$ cat src/rtl/serial_rx_pkg.sv
// Shared types and helpers for the framed serial byte receiver and its bench.
package serial_rx_pkg;

  typedef enum logic [1:0] {
    IDLE   = 2'd0,
    DATA   = 2'd1,
    PARITY = 2'd2,
    STOP   = 2'd3
  } rx_state_t;

  localparam logic LINE_IDLE  = 1'b1;
  localparam logic LINE_START = 1'b0;

  // True when data plus parity bit has the intended parity (even when odd = 0).
  // Unused upper bits must be zero; they do not affect the XOR reduction.
  function automatic logic parity_ok(input logic [31:0] data, input logic pbit, input logic odd);
    return ((^data) ^ pbit ^ odd) == 1'b0;
  endfunction

endpackage

$ cat src/rtl/serial_byte_rx.sv
// Framed, bit-strobed serial receiver: start, DATA_W data bits LSB-first,
// optional parity, stop. One serial bit is consumed per bit_valid cycle.
//
// state  | meaning
// IDLE   | line idle, waiting for a start bit (0)
// DATA   | shifting in data bits, LSB first
// PARITY | capturing the parity bit
// STOP   | checking the stop bit, delivering the byte or flagging a frame error
module serial_byte_rx
  import serial_rx_pkg::*;
#(
  parameter int DATA_W     = 8,
  parameter bit PARITY_EN  = 1'b1,
  parameter bit PARITY_ODD = 1'b0
) (
  input  logic              clock,
  input  logic              reset,
  input  logic              bit_valid,
  input  logic              serial_in,
  output logic [DATA_W-1:0] data_out,
  output logic              data_valid,
  output logic              parity_err,
  output logic              frame_err,
  output logic              busy
);

  localparam int CNT_W = $clog2(DATA_W);
  localparam logic [CNT_W-1:0] CNT_LAST = CNT_W'(DATA_W - 1);

  rx_state_t         state_q, state_d;
  logic [CNT_W-1:0]  cnt_q, cnt_d;
  logic [DATA_W-1:0] shreg_q, shreg_d;
  logic              pbit_q, pbit_d;
  logic [DATA_W-1:0] data_d;
  logic              valid_d, perr_d, ferr_d;

  // Next-state and datapath decode; nothing advances unless bit_valid is high.
  always_comb begin
    state_d = state_q;
    cnt_d   = cnt_q;
    shreg_d = shreg_q;
    pbit_d  = pbit_q;
    data_d  = data_out;
    valid_d = 1'b0;
    perr_d  = 1'b0;
    ferr_d  = 1'b0;
    if (bit_valid) begin
      unique case (state_q)
        IDLE: begin
          if (serial_in == LINE_START) begin
            state_d = DATA;
            cnt_d   = '0;
          end
        end
        DATA: begin
          shreg_d = {serial_in, shreg_q[DATA_W-1:1]};
          cnt_d   = cnt_q + 1'b1;
          if (cnt_q == CNT_LAST) state_d = PARITY_EN ? PARITY : STOP;
        end
        PARITY: begin
          pbit_d  = serial_in;
          state_d = STOP;
        end
        STOP: begin
          // A 0 stop bit is a frame error only; it never doubles as a start bit.
          if (serial_in == LINE_IDLE) begin
            data_d  = shreg_q;
            valid_d = 1'b1;
            perr_d  = PARITY_EN && !parity_ok(32'(shreg_q), pbit_q, PARITY_ODD);
          end else begin
            ferr_d = 1'b1;
          end
          state_d = IDLE;
        end
        default: state_d = IDLE;
      endcase
    end
  end

  // State and datapath registers with synchronous reset.
  always_ff @(posedge clock) begin
    if (reset) begin
      state_q    <= IDLE;
      cnt_q      <= '0;
      shreg_q    <= '0;
      pbit_q     <= 1'b0;
      data_out   <= '0;
      data_valid <= 1'b0;
      parity_err <= 1'b0;
      frame_err  <= 1'b0;
    end else begin
      state_q    <= state_d;
      cnt_q      <= cnt_d;
      shreg_q    <= shreg_d;
      pbit_q     <= pbit_d;
      data_out   <= data_d;
      data_valid <= valid_d;
      parity_err <= perr_d;
      frame_err  <= ferr_d;
    end
  end

  assign busy = (state_q != IDLE);

endmodule

$ cat config.mk
export PLATFORM = sky130hd
export DESIGN_NAME = serial_byte_rx
export DESIGN_NICKNAME = d
export VERILOG_FILES = /design/src/rtl/serial_rx_pkg.sv /design/src/rtl/serial_byte_rx.sv
export SDC_FILE = /design/constraint.sdc
export NUM_CORES = 1
export LEC_CHECK = 0
export ABC_AREA = 1
export BUFFER_PORTS_ARGS = -buffer_cell sky130_fd_sc_hd__clkbuf_2
export CORE_UTILIZATION = 53
export CTS_BUF_LIST = sky130_fd_sc_hd__clkbuf_4
export DETAILED_ROUTE_END_ITERATION = 16
export PLACE_DENSITY_LB_ADDON = 0.05
export SYNTH_ARGS = -nofsm -noshare
export SYNTH_HDL_FRONTEND = slang
export SYNTH_SLANG_ARGS = --single-unit
$ cat constraint.sdc
create_clock -name clock -period 1.1 [get_ports clock]
set_input_delay 0.22 -clock clock [delete_from_list [all_inputs] [get_ports clock]]
set_output_delay 0.22 -clock clock [all_outputs]
set_load 0.01 [all_outputs]
; After elaboration in Yosys (flattened, before gate mapping)
; Cells that the tools add are included.
[word_totals]
reg_bits = 25
output_inout_bits = 12
in_bits = 4
[op_classes]
reduce_logical = 11
eq_ne = 6
addsub = 1
n_bitwise = 4
n_mux = 7
[op_table]
columns = op, n
row1 = parity 32 bit, 1
row2 = AND reduction 3 bit, 3
row3 = one-hot mux 2 bit (4 select lines), 1
row4 = one-hot mux 3 bit (2 select lines), 1
row5 = "equality test 2 bit, second input constant", 2
row6 = two-way mux 2 bit, 2
row7 = "!= test 2 bit, second input constant", 2
row8 = AND reduction 2 bit, 2
row9 = nonzero test 2 bit, 2
row10 = OR reduction 4 bit, 1
row11 = "adder 3 x 1 -> 3 bit, second input constant", 1
row12 = "equality test 3 bit, second input constant", 1
row13 = two-way mux 3 bit, 1
row14 = inverter 1 bit, 3
row15 = OR reduction 3 bit, 1
row16 = "equality test 2 x 1 -> 1 bit, second input constant", 1
row17 = zero test 2 bit, 1
row18 = two-way mux 1 bit, 2
row19 = XOR 1 bit, 1

; Depth between registers and ports, before layout
; Gate-level depths: netlist of run 1.
[logic_depth]
word_depth = 3
depth_mapped = 10
ltp_nobuf = 10

; Worst setup path after synthesis of run 1
; No wires, ideal clock.
[synth_path]
path_type = register to register
startpoint = register state_q[0]
endpoint = register cnt_q[2]
path_buffers = 0
arrival_time_ns = 1.043
stages_incl_launch_ff = 9
setup_ns = 0.116
setup_slack_ns = -0.059
cell_sequence = dfxtp_1 -> inv_1 -> ha_1 -> nand2_1 -> nand2_2 -> a21oi_2 -> inv_2 -> nand2_1 -> a21oi_1
[synth_via]
elab_chain_len = 3
elab_cells_between_ends = 6
classes_between = 2 x eq/ne / 1 x mux / 3 x reduce/logical
[synth_lines]
columns = item, line
row1 = "start, declared", serial_byte_rx.sv:30  ; rx_state_t state_q, state_d;
row2 = "start signal, assigned", serial_byte_rx.sv:92  ; state_q <= state_d;
row3 = equality test 2 x 1 -> 1 bit / zero test 2 bit (equally long branches), serial_byte_rx.sv:48  ; unique case (state_q)
row4 = nonzero test 2 bit (no source line) / != test 2 bit (equally long branches), --
row5 = AND reduction 3 bit (no source line), --
row6 = "end signal, assigned", serial_byte_rx.sv:93  ; cnt_q <= cnt_d;
row7 = "end, declared", serial_byte_rx.sv:31  ; logic [CNT_W-1:0] cnt_q, cnt_d;
; Parallel ways exist; a longest one is shown, timed or not.
; A chain may end at the register's enable or synchronous reset.

; Worst setup path in the final report of run 1
[layout_path]
startpoint = register state_q[1]
endpoint = register state_q[0]
[layout_via]
elab_chain_len = 3
elab_cells_between_ends = 8
classes_between = 5 x eq/ne / 1 x mux / 2 x reduce/logical
[layout_lines]
columns = item, line
row1 = equality test 2 x 1 -> 1 bit / zero test 2 bit (equally long branches), serial_byte_rx.sv:48
row2 = != test 2 bit (no source line), --
row3 = AND reduction 3 bit (no source line), --
; Parallel ways exist; a longest one is shown, timed or not.

==> reports/metrics.csv, run 1 <==
stage,metric,value,unit
worst_hold_path,worst hold-check path type,input pin to flip-flop,
finish,Inserted Diodes,0,
power,Pint,1.413,mW
clock_network,"Clk Latency, worst-skew pair",0.32,ns
synth,ys flop type,dfxtp_1,
synth,Synth Area per Inst,7.668,um^2
worst_setup_path,CP max-delay cell,dfxtp_2,
detailed_routing,ANT nets after route,0,
global_routing,GR Util All Layers,0.2119,
detailed_routing,via/cell ratio,5.266,
power,leakage dissipation,0.7258,nW
die,core area,2042,um^2
clock_network,clock tree buffer depth,2,
worst_setup_path,Top delay family on crit path,flip-flops,
worst_setup_path,worst-path maximum fanout,4,
timing,RSZ-0062 raised after global routing,true,
finish,Non-Filler Instances,222,
synth,number of synthesized flops with an enable pin,0,
die,Core Rows,16,
finish,area grow syn2layout,45.92,%
timing,"Hold Violations, Final",0,
worst_setup_path,Crit. Startpoint,state_q[1],
synth,"Distinct cells, synth",19,
place,routability cong.,0.8157,
timing,fin crit share,1.179,
power,switch share,0.3370,
place,dpl cells,205,
run,count of max-cap constraint violations,0,
die,Die H,49.51,um
worst_setup_path,worst reg2reg startpoint,state_q[1],
timing,count of final setup violators,23,
place,IO buf count,15,
place,post-DP HPWL,1.618,mm
global_routing,largest net degree at the start of global routing,20,
worst_setup_path,Crit. End Element,flip-flop,
worst_hold_path,Hold Startpoint,reset,
clock_network,CTS Buf Count,3,
synth,post-synth top area cell,dfxtp_1,
clock_network,number of hold buffers added after CTS,0,
timing,worst hold slack,0.1747,ns
timing,Max-Slew Margin vs Limit,0.7186,
clock_network,htree depth,1,
synth,"Seq/Total Area, Yosys",0.4184,
global_routing,vias in the first global route,932,
power,pwr/cell area,1221,nW/um^2
power,Comb power frac,0.319,
die,I/O Pins,16,
detailed_routing,Pre-antenna DRT Iters,4,
synth,Ys Warns,0,
power,clock power share,0.213,
finish,layout cells sized above 1,0.5333,
synth,Post-synth ARST share,0,
worst_setup_path,largest stage delay on the critical path,0.38,ns
die,initial core utilization,0.5858,
global_routing,initial antenna violation count,0,
worst_setup_path,"Buf+Inv Stages, Crit Path",3,
power,worst-case vdd ir drop,1.147,mV
clock_network,Num Clock Sinks,25,
place,Place WS,-0.07487,ns
global_routing,first-pass GRT wire length,3.967,mm
timing,final setup skew,0.002536,ns
synth,post-synthesis register bit count,25,
die,Die Width,49.51,um
status,violated checks,setup timing,
clock_network,Worst-path clk slew,0.14,ns
clock_network,CTS tree,done,
detailed_routing,Total Wirelength,3.187,mm
timing,Least-Margin Pin Slew,0.4215,ns
synth,syn_nets,167,
finish,Final nets,207,
timing,Period minus WS final,1.297,ns
detailed_routing,Vias,1169,
worst_setup_path,worst endpoint data arrival time,1.55,ns
worst_setup_path,CP startpoint kind,flip-flop,
synth,most instantiated cells after synthesis,"nand2_1 (34), dfxtp_1 (25), inv_1 (24)",
timing,"Worst Setup Slack, final",-0.1968,ns
worst_setup_path,CP required,1.36,ns
timing,"Slew Viols, Final",0,
clock_network,Root Driver,clkbuf_4,
power,NetSw,718.5,uW
detailed_routing,Wirelength per Cell,14.36,um
detailed_routing,initial DRC count,42,
status,status,"finished, violations left",
worst_setup_path,crit-path cells,"inv_4, buf_4, ha_4, inv_6, nor2_4, nor2_4, o21ai_1, a21oi_1",
synth,post-synth top area share,0.4184,
detailed_routing,DRC viols,0,
synth,Synth Cell Area,1196,um^2
die,die footprint,2451,um^2
synth,dominant cells by area after synthesis,"dfxtp_1 (42%), nand2_1 (11%), inv_1 (7.5%), ha_1 (7.3%), a21oi_2 (6.6%)",
synth,most numerous cell in the Yosys netlist,nand2_1,
worst_setup_path,crit path kind,flip-flop to flip-flop,
worst_setup_path,Critical Path Most Common Cell,nor2_4,
synth,Synth Instances,156,
power,sequential share of power,0.468,
global_routing,total grt overflow,0,
timing,fmax,771.1,MHz
-- registers in the layout, summed over array words and instances (netlist names) --
register / cells
shreg_q: 8
state_q: 2
pbit_q: 1
frame_err: 1
data_valid: 1
cnt_q: 3
data_out: 8
parity_err: 1
-- power by group through the flow --
stage	Combinational, mW	Sequential (mW)	Clock, mW
floorplan	0.271	1.01	0
global placement	0.374	1.01	0
detailed placement	0.385	1.01	0
CTS	0.467	0.991	0.447
global route	0.732	1.00	0.501
finish	0.680	0.997	0.455
-- through the flow --
step | power [mW] | setup TNS [ns] | cell area (um^2) | util
2_1_floorplan | 1.283 | 0 | 1206 | -
3_3_place_gp | 1.384 | -0.3732 | 1369 | 0.6703
3_5_place_dp | 1.399 | -0.8598 | 1369 | 0.6703
4_1_cts | 1.905 | -1.334 | 1510 | 0.7396
5_1_grt | 2.236 | -3.396 | 1745 | 0.8548
6_report | 2.132 | -2.190 | 1745 | 0.8548
-- final timing paths --
| kind | slack (ns) | end | depth (start not counted) |
|---|---|---|---|
| max | -0.20 | state_q[0] | 8 |
| min | 0.17 | shreg_q[7] | 2 |
| min reg2reg | 0.46 | data_out[1] | 2 |
| max reg2reg | -0.20 | state_q[0] | 8 |
-- cell type report --
class	instances	area, um^2
well taps	27	33.78
flip-flops and latches	25	519.2
fillers	116	296.5
clock buffers	4	30.03
multi-input cells	104	797.0
repair buffers	36	257.7
inverters	26	107.6
-- metal layers --
metal	GRT usage	vias to the layer above	wire, um
met3	0.03704	11	159
met2	0.3539	34	1514
li1	-	580	-
met1	0.2750	544	1426
met5	0	-	0
met4	0.07143	0	86
-- logic make-up (layout without fill, tap and decap cells) --
kind of cell,after synthesis,in the layout,share of synthesized area
DFF,25,25,0.4184
adders and majority gates,7,7,0.07322
xor gates and xnor gates,1,1,0.007324
and+or+nand+nor,52,54,0.1914
buffers and inverters,29,66,0.09938
AOI/OAI and AO/OA,42,42,0.2103
-- cell usage in the layout, fill, tap and decap left out, types with 6 or more instances in the layout --
cell type	synthesis	layout
clkbuf_2	0	14
o21ai_1	12	6
a21oi_2	9	15
inv_1	24	20
o21ai_2	2	13
a21oi_1	14	7
buf_4	0	16
dfxtp_1	25	18
nand2_1	34	30
buf_6	1	6
-- repair_timing --
item / CTS / global route
setup buffers: 5 / 6
gates cloned: 1 / 1
resized for setup: 18 / 49
endpoints found under the setup margin: 22 / 24
pin swaps: 3 / 7
Power figures use the tool's default switching activity.
==> run 2, diff against run 1 <==
RECOVER_POWER = 100   (was unset)
==> run 2 against run 1 <==
Net effect:
- the flow still finishes with violations (setup timing)
- highest routed layer unchanged
- via count grew 0.68%
- clock skew grew 0.0048 ns
- non-clock buffer count is the same
- largest power group unchanged
- routed wire length is the same
- die area is the same
- critical path type unchanged
==> reports/metrics.csv, run 2 (same netlist as run 1, synthesis figures left out) <==
stage,metric,value,unit
timing,"Worst Setup Slack, final",-0.2071,ns
timing,count of final setup violators,23,
finish,Fillers,122,
worst_setup_path,CP startpoint kind,flip-flop,
timing,final setup skew,0.007310,ns
global_routing,GR Util All Layers,0.2119,
worst_setup_path,worst reg2reg startpoint,state_q[1],
timing,Least-Margin Pin Slew,0.4141,ns
timing,fin crit share,1.188,
global_routing,total grt overflow,0,
timing,RSZ-0062 raised after global routing,true,
worst_hold_path,worst hold-check path type,input pin to flip-flop,
finish,"Core Util, Final",0.8444,
place,post-DP HPWL,1.618,mm
detailed_routing,Pre-antenna DRT Iters,4,
worst_setup_path,RR Endpoint,state_q[1],
power,Comb power frac,0.318,
detailed_routing,ANT nets after route,0,
die,core area,2042,um^2
detailed_routing,Wirelength per Cell,14.36,um
worst_hold_path,worst hold endpoint,shreg_q[7],
power,Pint,1.411,mW
global_routing,initial antenna violation count,0,
worst_setup_path,CP required,1.32,ns
clock_network,clock tree buffer depth,2,
place,routability cong.,0.8157,
die,I/O Pins,16,
clock_network,htree depth,1,
power,clock power share,0.213,
die,die footprint,2451,um^2
clock_network,number of hold buffers added after CTS,0,
worst_setup_path,worst-path maximum fanout,4,
global_routing,vias in the first global route,932,
global_routing,largest net degree at the start of global routing,20,
worst_setup_path,R2R setup slack,-0.21,ns
global_routing,first-pass GRT wire length,3.967,mm
power,NetSw,716.9,uW
worst_hold_path,Hold Startpoint,reset,
detailed_routing,DRC viols,0,
timing,"Hold Violations, Final",0,
worst_setup_path,crit path kind,flip-flop to flip-flop,
finish,most frequent cells in the layout,"nand2_1 (30), inv_1 (20), dfxtp_1 (18), a21oi_2 (15), buf_4 (15)",
die,Die H,49.51,um
finish,area grow syn2layout,44.14,%
clock_network,"Clk Latency, worst-skew pair",0.32,ns
power,worst-case vdd ir drop,1.134,mV
detailed_routing,initial DRC count,40,
worst_setup_path,CP max-delay cell,dfxtp_2,
detailed_routing,Total Wirelength,3.187,mm
finish,biggest regs,"data_out (8), shreg_q (8), cnt_q (3)",
finish,Inserted Diodes,0,
timing,Max-Slew Margin vs Limit,0.7235,
timing,"Slew Viols, Final",0,
clock_network,Num Clock Sinks,25,
clock_network,CTS tree,done,
worst_setup_path,largest stage delay on the critical path,0.38,ns
worst_setup_path,"Buf+Inv Stages, Crit Path",3,
finish,layout cells sized above 1,0.4769,
power,pwr/cell area,1234,nW/um^2
die,Die Width,49.51,um
power,sequential share of power,0.469,
status,violated checks,setup timing,
worst_setup_path,Top delay family on crit path,flip-flops,
timing,fmax,765.0,MHz
worst_setup_path,worst endpoint data arrival time,1.52,ns
finish,"commonest non-fill, non-tap cell in the layout",nand2_1,
detailed_routing,via/cell ratio,5.302,
worst_setup_path,Worst Reg2Reg Path Length in Cells,7,
clock_network,CTS Buf Count,3,
place,IO buf count,15,
power,leakage dissipation,0.6891,nW
finish,Final nets,207,
worst_setup_path,crit-path cells,"inv_4, buf_4, ha_4, inv_6, nor2_4, nor3_1, nor2_1",
die,initial core utilization,0.5858,
run,count of max-cap constraint violations,0,
die,Core Rows,16,
worst_setup_path,Crit. End Element,flip-flop,
status,status,"finished, violations left",
clock_network,Worst-path clk slew,0.14,ns
worst_hold_path,hold-critical path depth,2,
timing,Period minus WS final,1.307,ns
power,switch share,0.3369,
place,Post-DP Area,1369,um^2
place,Place WS,-0.07487,ns
power,Tot Pwr,2.128,mW
clock_network,Root Driver,clkbuf_4,
detailed_routing,Vias,1177,
timing,Sum Neg Setup Slack,-1.910,ns
finish,post-route cell area,1724,um^2
run 2: worst max-delay path by stage:
| stage | endpoint | cells after the start | slack [ns] | start |
|---|---|---|---|---|
| final | state_q[1] | 7 | -0.21 | state_q[1] |
| after global routing | state_q[1] | 7 | -0.28 | state_q[1] |
| after CTS | busy | 4 | -0.18 | state_q[1] |
| after detailed placement | cnt_q[0] | 7 | -0.07 | state_q[0] |
| after global placement | cnt_q[1] | 8 | -0.04 | state_q[0] |
| after floorplan | state_q[0] | 6 | 0.005 | cnt_q[0] |
run 2: worst reg2reg max path, cell delays in order (launching register included):
cell	delay, ns
dfxtp_2	0.38
inv_4	0.05
buf_4	0.13
ha_4	0.20
inv_6	0.09
nor2_4	0.05
nor3_1	0.23
nor2_1	0.08
run 2: routing by layer:
layer / GRT usage / vias up / share of wire
li1: - / 578 / -
met1: 0.2750 / 548 / 0.46
met2: 0.3539 / 43 / 0.48
met3: 0.03704 / 8 / 0.050
met4: 0.07143 / 0 / 0.017
met5: 0 / - / 0
run 2: timing repair:
action / CTS / global route
setup buffers: 5 / 6
pin swaps: 3 / 7
endpoints found under the setup margin: 22 / 24
gates resized for setup: 18 / 49
cloned: 1 / 1
run 2: layout make-up:
type,count,area [um^2],area share
Clock buffer,4,30.03,0.01742
Inverter,26,107.6,0.06241
Multi-Input combinational cell,104,788.3,0.4572
Sequential cell,25,519.2,0.3012
Tap cell,27,33.78,0.01959
Timing Repair Buffer,36,245.2,0.1422
run 2: through the flow:
stage / hold WS, ns / cells
2_1_floorplan: 0.2891 / 156
3_3_place_gp: 0.4375 / 205
3_5_place_dp: 0.4435 / 205
4_1_cts: 0.1505 / 215
5_1_grt: 0.1285 / 222
6_report: 0.1612 / 222
run 2: power groups by stage:
stage,combinational [mW],sequential [mW],clock (mW)
CTS,0.467,0.991,0.447
floorplan,0.271,1.01,0
global route,0.728,1.00,0.501
detailed placement,0.385,1.01,0
global placement,0.374,1.01,0
finish,0.678,0.997,0.454
